--- src/rtl/display_update_arbiter.sv ---
// -----------------------------------------------------------------------------
// display_update_arbiter
//
// Arbitrates between two requesters (keyboard entry path and game logic) that
// want to change the character/check flag shown on screen. A granted update is
// committed to the display controller only at a frame start (VSYNC falling
// edge), so no frame ever shows a mix of old and new content. Arbitration is
// round-robin: the requester not granted last has priority.
//
// Optional feature (compile-time macro DISP_ARB_HOLD_EN):
//   defined     : after each commit the block sits in HOLD for HOLD_FRAMES
//                 frame starts before it will grant again.
//   not defined : the commit returns straight to IDLE; HOLD_FRAMES is only
//                 range-checked.
//
// Parameters:
//   HOLD_FRAMES  frames a committed update is held (1..255)
//
// Ports:
//   Pixelclock   in   pixel clock, all logic on rising edge
//   reset        in   asynchronous active-low reset
//   vsync        in   active-low VSYNC pulse, same clock domain
//   req0/req1    in   update request, held until ack or withdrawn
//   char0/char1  in   8-bit character code, sampled at grant
//   check0/1     in   check flag, sampled at grant
//   ack0/ack1    out  one-cycle pulse: that requester's update committed
//   character    out  registered character to the display controller
//   check        out  registered check flag to the display controller
//   busy         out  high whenever the state is not IDLE
// -----------------------------------------------------------------------------
module display_update_arbiter #(
   parameter int unsigned HOLD_FRAMES = 30
) (
   input  logic       Pixelclock,
   input  logic       reset,
   input  logic       vsync,
   input  logic       req0,
   input  logic [7:0] char0,
   input  logic       check0,
   output logic       ack0,
   input  logic       req1,
   input  logic [7:0] char1,
   input  logic       check1,
   output logic       ack1,
   output logic [7:0] character,
   output logic       check,
   output logic       busy
);

   // Elaboration-time guard on the hold length.
   if (HOLD_FRAMES < 1 || HOLD_FRAMES > 255) begin : g_hold_range
      $error("display_update_arbiter: HOLD_FRAMES must be in 1..255");
   end

   typedef enum logic [1:0] {
      S_IDLE       = 2'd0,
      S_WAIT_FRAME = 2'd1,
      S_HOLD       = 2'd2
   } state_e;

   state_e     state_q,      state_d;
   logic       vsync_q;
   logic       prio_q,       prio_d;        // 0: requester 0 has priority
   logic       grant_q,      grant_d;       // requester currently granted
   logic [7:0] pend_char_q,  pend_char_d;
   logic       pend_check_q, pend_check_d;
   logic [7:0] char_q,       char_d;
   logic       check_q,      check_d;
   logic       ack0_q,       ack0_d;
   logic       ack1_q,       ack1_d;
`ifdef DISP_ARB_HOLD_EN
   logic [7:0] hold_cnt_q,   hold_cnt_d;
`endif

   logic frame_start;
   logic req0_m;
   logic req1_m;
   logic win1;
   logic granted_req;

   assign frame_start = vsync_q & ~vsync;

   // A requester still seeing its ack this cycle has not had a chance to drop
   // req yet; masking it prevents an immediate duplicate grant.
   assign req0_m = req0 & ~ack0_q;
   assign req1_m = req1 & ~ack1_q;

   // Requester 1 wins when it is the only one asking, or both ask and it holds
   // priority.
   assign win1 = req1_m & (~req0_m | prio_q);

   assign granted_req = grant_q ? req1 : req0;

   // NOTE: every signal written here gets a default first, so no path can
   // leave a value unassigned and infer a latch.
   always_comb begin
      state_d      = state_q;
      prio_d       = prio_q;
      grant_d      = grant_q;
      pend_char_d  = pend_char_q;
      pend_check_d = pend_check_q;
      char_d       = char_q;
      check_d      = check_q;
      ack0_d       = 1'b0;
      ack1_d       = 1'b0;
`ifdef DISP_ARB_HOLD_EN
      hold_cnt_d   = hold_cnt_q;
`endif

      unique case (state_q)
         S_IDLE: begin
            // A frame_start in this same cycle is not used: the grant always
            // waits for a fresh frame start from WAIT_FRAME.
            if (req0_m || req1_m) begin
               grant_d      = win1;
               pend_char_d  = win1 ? char1  : char0;
               pend_check_d = win1 ? check1 : check0;
               state_d      = S_WAIT_FRAME;
            end
         end

         S_WAIT_FRAME: begin
            // Withdrawal wins over a coincident frame start.
            if (!granted_req) begin
               state_d = S_IDLE;
            end else if (frame_start) begin
               char_d  = pend_char_q;
               check_d = pend_check_q;
               ack0_d  = ~grant_q;
               ack1_d  = grant_q;
               // The requester not just served gets priority next time.
               prio_d  = ~grant_q;
`ifdef DISP_ARB_HOLD_EN
               hold_cnt_d = 8'd0;
               state_d    = S_HOLD;
`else
               state_d    = S_IDLE;
`endif
            end
         end

         S_HOLD: begin
`ifdef DISP_ARB_HOLD_EN
            if (frame_start) begin
               if (hold_cnt_q == 8'(HOLD_FRAMES - 1)) begin
                  state_d = S_IDLE;
               end else begin
                  hold_cnt_d = hold_cnt_q + 8'd1;
               end
            end
`else
            // Unreachable without the hold feature; recover to IDLE.
            state_d = S_IDLE;
`endif
         end

         default: state_d = S_IDLE;
      endcase
   end

   // NOTE: state registers use non-blocking assignments so every flop samples
   // the pre-edge values of the others, independent of statement order.
   always_ff @(posedge Pixelclock or negedge reset) begin
      if (!reset) begin
         state_q      <= S_IDLE;
         vsync_q      <= 1'b1;
         prio_q       <= 1'b0;
         grant_q      <= 1'b0;
         pend_char_q  <= 8'h00;
         pend_check_q <= 1'b0;
         char_q       <= 8'h00;
         check_q      <= 1'b0;
         ack0_q       <= 1'b0;
         ack1_q       <= 1'b0;
      end else begin
         state_q      <= state_d;
         vsync_q      <= vsync;
         prio_q       <= prio_d;
         grant_q      <= grant_d;
         pend_char_q  <= pend_char_d;
         pend_check_q <= pend_check_d;
         char_q       <= char_d;
         check_q      <= check_d;
         ack0_q       <= ack0_d;
         ack1_q       <= ack1_d;
      end
   end

`ifdef DISP_ARB_HOLD_EN
   always_ff @(posedge Pixelclock or negedge reset) begin
      if (!reset) begin
         hold_cnt_q <= 8'd0;
      end else begin
         hold_cnt_q <= hold_cnt_d;
      end
   end
`endif

   assign character = char_q;
   assign check     = check_q;
   assign ack0      = ack0_q;
   assign ack1      = ack1_q;
   assign busy      = (state_q != S_IDLE);

endmodule

--- config.mk ---
export PLATFORM = sky130hd
export DESIGN_NAME = display_update_arbiter
export DESIGN_NICKNAME = d
export VERILOG_FILES = /design/src/rtl/display_update_arbiter.sv
export SDC_FILE = /design/constraint.sdc
export NUM_CORES = 1
export LEC_CHECK = 0
export CORE_ASPECT_RATIO = 1.2
export CORE_MARGIN = 1.5
export CORE_UTILIZATION = 46
export CTS_CLUSTER_SIZE = 8
export DETAILED_ROUTE_END_ITERATION = 16
export PLACE_DENSITY = 0.8
export SLEW_MARGIN = 30
export SYNTH_ARGS = -nofsm -noshare
export SYNTH_HDL_FRONTEND = slang
export SYNTH_SLANG_ARGS = --single-unit
--- constraint.sdc ---
create_clock -name Pixelclock -period 1.8 [get_ports Pixelclock]
set_clock_uncertainty 0.2 [all_clocks]
set_input_delay 0.18 -clock Pixelclock [delete_from_list [all_inputs] [get_ports Pixelclock]]
set_output_delay 0.18 -clock Pixelclock [all_outputs]
set_load 0.05 [all_outputs]
==> results of run 1 <==
## critical path, cell delays in order, from the launching register on
cell and delay, ns:
dfstp_2 0.56, nand3b_2 0.11, nor2_4 0.32, mux2_2 0.39
## worst max path at each step
| stage | cells after the start | slack (ns) | end |
|---|---|---|---|
| after global placement | 5 | -0.12 | check |
| after floorplan | 4 | 0.06 | pend_char_q[7] |
| final | 3 | 0.13 | character[1] |
| after global routing | 3 | 0.08 | character[1] |
| after CTS | 3 | 0.12 | character[4] |
| after detailed placement | 5 | -0.15 | character[4] |
## synthesized netlist by cell type
| cell | instances | area share |
|---|---|---|
| dfrtp_1 | 23 | 0.47 |
| o21ai_0 | 11 | 0.045 |
| a221oi_2 | 9 | 0.11 |
| a2bb2oi_1 | 9 | 0.064 |
| and3b_1 | 9 | 0.064 |
| mux2_2 | 7 | 0.064 |
| buf_2 | 3 | 0.012 |
| a21o_1 | 2 | 0.012 |
| clkbuf_1 | 2 | 0.0061 |
| inv_1 | 2 | 0.0061 |
| mux2_1 | 2 | 0.018 |
| nand2b_1 | 2 | 0.010 |
| a21oi_2 | 1 | 0.0072 |
| a31oi_1 | 1 | 0.0051 |
| buf_6 | 1 | 0.0092 |
| dfstp_2 | 1 | 0.021 |
| mux2i_1 | 1 | 0.0082 |
| nand2_1 | 1 | 0.0031 |
| nand3b_2 | 1 | 0.0092 |
| nor2_1 | 1 | 0.0031 |
| nor2_4 | 1 | 0.0092 |
| nor2b_1 | 1 | 0.0051 |
| nor3_1 | 1 | 0.0041 |
| nor3b_1 | 1 | 0.0061 |
| nor3b_2 | 1 | 0.010 |
| o31ai_1 | 1 | 0.0061 |
| or3b_1 | 1 | 0.0072 |
## report_power, final
part / switching, mW / leakage [nW] / internal, mW
logic: 0.799 / 0.457 / 0.607
clock network: 0.170 / 0.0279 / 0.225
registers: 0.146 / 0.275 / 0.779
## cells by family after synthesis
kind of cell	Yosys count
buffers and inverters	8
AOI/OAI and AO/OA	34
muxes	10
and+or+nand+nor	20
DFF	24
## layout make-up
| class | count | area [um2] |
|---|---|---|
| Fill cell | 194 | 773 |
| Sequential cell | 24 | 603 |
| Multi-Input combinational cell | 64 | 579 |
| Timing Repair Buffer | 52 | 470 |
| Tap cell | 33 | 41.3 |
| Clock inverter | 1 | 30.0 |
| Clock buffer | 3 | 22.5 |
| Inverter | 2 | 7.51 |
## through the flow
step | std cells | worst slack [ns]
after floorplan | 96 | 0.0577
after detailed placement | 175 | -0.147
after global routing | 179 | 0.0760
final | 179 | 0.129
after CTS | 179 | 0.122
after global placement | 175 | -0.118
## per-layer routing
metal / routed length, um / GRT usage
met5: 0 / 0
met4: 10 / 0.0992
met3: 121 / 0.0379
met2: 1420 / 0.348
met1: 1300 / 0.261
==> flow_summary_export.csv, run 1 <==
group,metric,value,unit
status,status,"complete, no violations",
synthesis,syn-num-nets,119,
setup_path,r2r-start,"vsync_q",
placed_design,numPortBuffers,34,
cts,cts_resized,0,
finish,syn_to_final_growth,43.5,%
cts,h-tree-depth,1,
route,drt-total-wl,2850,um
synthesis,ys.warnings.count,0,
placed_design,placed_area,0.00170,mm2
placed_design,gp_congestion,0.802,
floorplan,initial_core_util,0.484,
finish,utilization,0.694,
route,via_per_inst,5.52,
grt,antenna_found_initial,0,
cts,cts_max_path_buffers,2,
floorplan,fp.dieH,59.5,um
synthesis,synth_fa_ha_area_frac,0,
cts,cts_hold_buf,0,
finish,final_nets,170,
power_and_ir_drop,p_leak,0.760,nW
route,antenna_left,0,
setup_path,cp_max_fo,9,
cts,post_cts_buffers,0,
cts,cts_inserted_buffers,3,
synthesis,synthSimpleGateAreaFrac,0.132,
synthesis,synth.avg_cell_area,12.7,um2
synthesis,syn_area,0.00122,mm2
hold_path,hold_path_class,"primary input to async pin",
timing,fin_crit,1.67,ns
route,drt_iter0_drc,8,
grt,grt_overflow,0,
timing,setup_violations,0,
synthesis,ys_seq_area_frac,0.492,
grt,track_usage,0.208,
timing,fin_crit_sh,0.928,
cts,clk_transition_reported_paths,0.14,ns
setup_path,reg2reg_setup_slack,0.13,ns
job,cap_violations,0,
cts,clock_sinks,24,
synthesis,synthDistinctLibCells,27,
timing,grt_setup_unrepaired,"false",
route,detail_route.wl_per_cell,15.9,um
cts,clk_latency,0.32,ns
finish,antenna_cells,0,
setup_path,setup.worst_path.start,"vsync_q",
setup_path,r2r_end,"character[1]",
timing,fmax,0.598,GHz
cts,cts_tree,"built",
grt,grt_pass1_vias,1064,
route,drtPass1Iterations,4,
timing,maxSlewViolCount,0,
floorplan,num_rows,20,
synthesis,synth_compound_area_frac,0.251,
finish,drive_gt1_frac,0.384,
floorplan,coreArea,0.00253,mm2
grt,grt_max_degree,25,
synthesis,synth_top_family_by_area,"compound AO/OA/AOI/OAI gates",
cts,cts-root-buf,"clkbuf_4",
timing,hold_viol_final,0,
power_and_ir_drop,power,2.73,mW
synthesis,synthXorXnorAreaFrac,0,
floorplan,dieArea,0.00298,mm2
timing,whs,0.0108,ns
grt,grt_first_pass_wirelength,4680,um
route,drc,0,
setup_path,endpoint_kind,"flop",
setup_path,critical_path_class,"flop to flop",
synthesis,ys_ff_latch,24,
synthesis,syn_inst,96,
route,vias,988,
synthesis,synth.mux.area_fraction,0.0911,
setup_path,crit_required,1.82,ns
placed_design,hpwl,2100,um
setup_path,worstPathArrival,1.69,ns
power_and_ir_drop,power_density,1550,mW/mm2
finish,final_common_cell,"buf_4",
floorplan,die_x,50.1,um
timing,fin_tns_setup,0,ns
floorplan,ios,35,
timing,slew_headroom,0.780,
setup_path,r2r_cells,3,
timing,worstMarginPinSlew,0.321,ns
finish,most-common-layout-cells,"buf_4, dfrtp_1, clkdlybuf4s50_1",
power_and_ir_drop,ir_worst_vdd,986,uV
finish,finalInstanceArea,0.00175,mm2
setup_path,crit_path_start_kind,"flop",
(Power assumes the default switching activity.)
==> run 2, diff against run 1 <==
--- a/config.mk
+++ b/config.mk
@@ -5,9 +5,11 @@
 export SDC_FILE = /design/constraint.sdc
 export NUM_CORES = 1
 export LEC_CHECK = 0
+export CELL_PAD_IN_SITES_DETAIL_PLACEMENT = 2
+export CELL_PAD_IN_SITES_GLOBAL_PLACEMENT = 2
 export CORE_ASPECT_RATIO = 1.2
 export CORE_MARGIN = 1.5
-export CORE_UTILIZATION = 46
+export CORE_UTILIZATION = 30
 export CTS_CLUSTER_SIZE = 8
 export DETAILED_ROUTE_END_ITERATION = 16
 export PLACE_DENSITY = 0.8
==> run 2 against run 1 <==
Against the previous run: maximum frequency fell by 0.64%; worst hold slack improved by 0.064 ns; combinational power is essentially flat; sequential share of layout area down 0.074 points; critical path type unchanged; largest cell class unchanged; highest routed layer unchanged.
==> flow_summary_export.csv, run 2 (synthesis gave the netlist of run 1 again) <==
group,metric,value,unit
grt,grt_first_pass_wirelength,5910,um
cts,cts_hold_buf,0,
placed_design,numPortBuffers,34,
cts,cts_inserted_buffers,3,
hold_path,hold_path_class,"primary input to async pin",
setup_path,endpoint_kind,"flop",
setup_path,slowest_delay,0.54,ns
finish,drive_gt1_frac,0.368,
timing,maxSlewViolCount,0,
setup_path,worstPathArrival,1.64,ns
job,cap_violations,0,
placed_design,gp_congestion,0.754,
grt,track_usage,0.183,
cts,clock_sinks,24,
cts,cts_max_path_buffers,2,
route,drt-total-wl,3590,um
route,drtPass1Iterations,3,
floorplan,num_rows,25,
route,via_per_inst,5.15,
power_and_ir_drop,ir_worst_vdd,529,uV
placed_design,dp.cells,194,
setup_path,critical_path_class,"flop to flop",
cts,h-tree-depth,1,
timing,fmax,0.595,GHz
setup_path,critPathTopFamily,"flip-flops",
power_and_ir_drop,power,2.68,mW
cts,cts_resized,0,
floorplan,die_x,61.3,um
setup_path,r2r-start,"vsync_q",
route,drc,0,
floorplan,ios,35,
route,vias,1019,
placed_design,dp_slack,-0.146,ns
placed_design,hpwl,2760,um
finish,final_nets,168,
timing,grt_setup_unrepaired,"false",
timing,fin_crit_sh,0.934,
timing,hold_viol_final,0,
timing,layout_setup_ws,0.118,ns
finish,final_common_cell,"buf_4",
finish,antenna_cells,0,
grt,antenna_found_initial,0,
timing,slew_headroom,0.769,
grt,grt_overflow,0,
setup_path,setup.worst_path.start,"vsync_q",
timing,setup_violations,0,
setup_path,cp_max_fo,9,
finish,most-common-layout-cells,"buf_4, dfrtp_1, clkdlybuf4s50_1",
grt,grt_pass1_vias,1152,
setup_path,critical_path_buf_inv_count,0,
setup_path,cp_cell_sequence,"nand3b_2 > nor2_4 > mux2_2",
timing,worstMarginPinSlew,0.338,ns
finish,fillerInstances,426,
cts,clk_transition_reported_paths,0.08,ns
floorplan,initial_core_util,0.313,
cts,cts-root-buf,"clkbuf_8",
finish,syn_to_final_growth,43.8,%
setup_path,worst_path_max_delay_cell,"dfstp_2",
setup_path,crit_required,1.76,ns
cts,cts_tree,"built",
floorplan,coreArea,0.00391,mm2
route,detail_route.wl_per_cell,18.1,um
finish,finalInstanceArea,0.00176,mm2
route,antenna_left,0,
cts,clk_latency,0.27,ns
status,status,"complete, no violations",
route,drt_iter0_drc,30,
floorplan,dieArea,0.00447,mm2
finish,layout.cells.non_filler,198,
power_and_ir_drop,p_leak,0.746,nW
placed_design,placed_area,0.00171,mm2
cts,post_cts_buffers,0,
timing,fin_crit,1.68,ns
floorplan,fp.dieH,72.9,um
power_and_ir_drop,power_density,1520,mW/mm2
setup_path,crit_path_start_kind,"flop",
grt,grt_max_degree,25,
==> run 2: cell types whose count changed in the layout (fill, tap and decap cells not counted), sizes merged <==
cell    before  now
clkbuf       3    4
bufinv       1    0
buf         30   28
==> run 2: final timing paths <==
check | to | slack (ns) | depth (start not counted)
max reg2reg | character[3] | 0.12 | 3
max in group asynchronous | vsync_q | 1.03 | 2
min in group Pixelclock | vsync_q | 0.26 | 2
min | character[5] | 0.07 | 2
min reg2reg | character[5] | 0.30 | 1
max | character[3] | 0.12 | 3
==> run 2: layout make-up <==
class | count | area (um2) | area share
sequential | 24 | 603 | 0.343
multi-input combinational | 64 | 579 | 0.330
timing repair buffer | 50 | 455 | 0.259
tap | 54 | 67.6 | 0.0384
clock buffer | 4 | 45.0 | 0.0256
inverter | 2 | 7.51 | 0.00427
==> run 2: per-layer routing <==
| layer | vias to the layer above | global-route usage | part of all wire |
|---|---|---|---|
| met4 | 0 | 0.0652 | 0.014 |
| met2 | 20 | 0.324 | 0.56 |
| li1 | 463 | - | - |
| met5 | - | 0 | 0 |
| met3 | 4 | 0.0301 | 0.036 |
| met1 | 532 | 0.218 | 0.39 |
==> run 2: per-stage QoR <==
stage	TNS (ns)	util	hold slack, ns
final	0	0.450	0.0745
after global routing	0	0.450	0.0893
after CTS	0	0.450	0.0850
after detailed placement	-2.10	0.438	0.286
after global placement	-1.09	0.438	0.271
after floorplan	0	-	-0.316
==> run 2: report_power, final <==
group | leakage [nW] | switching [mW] | internal, mW
registers | 0.275 | 0.154 | 0.781
logic | 0.448 | 0.812 | 0.599
clock network | 0.0228 | 0.172 | 0.158
total | 0.746 | 1.14 | 1.54
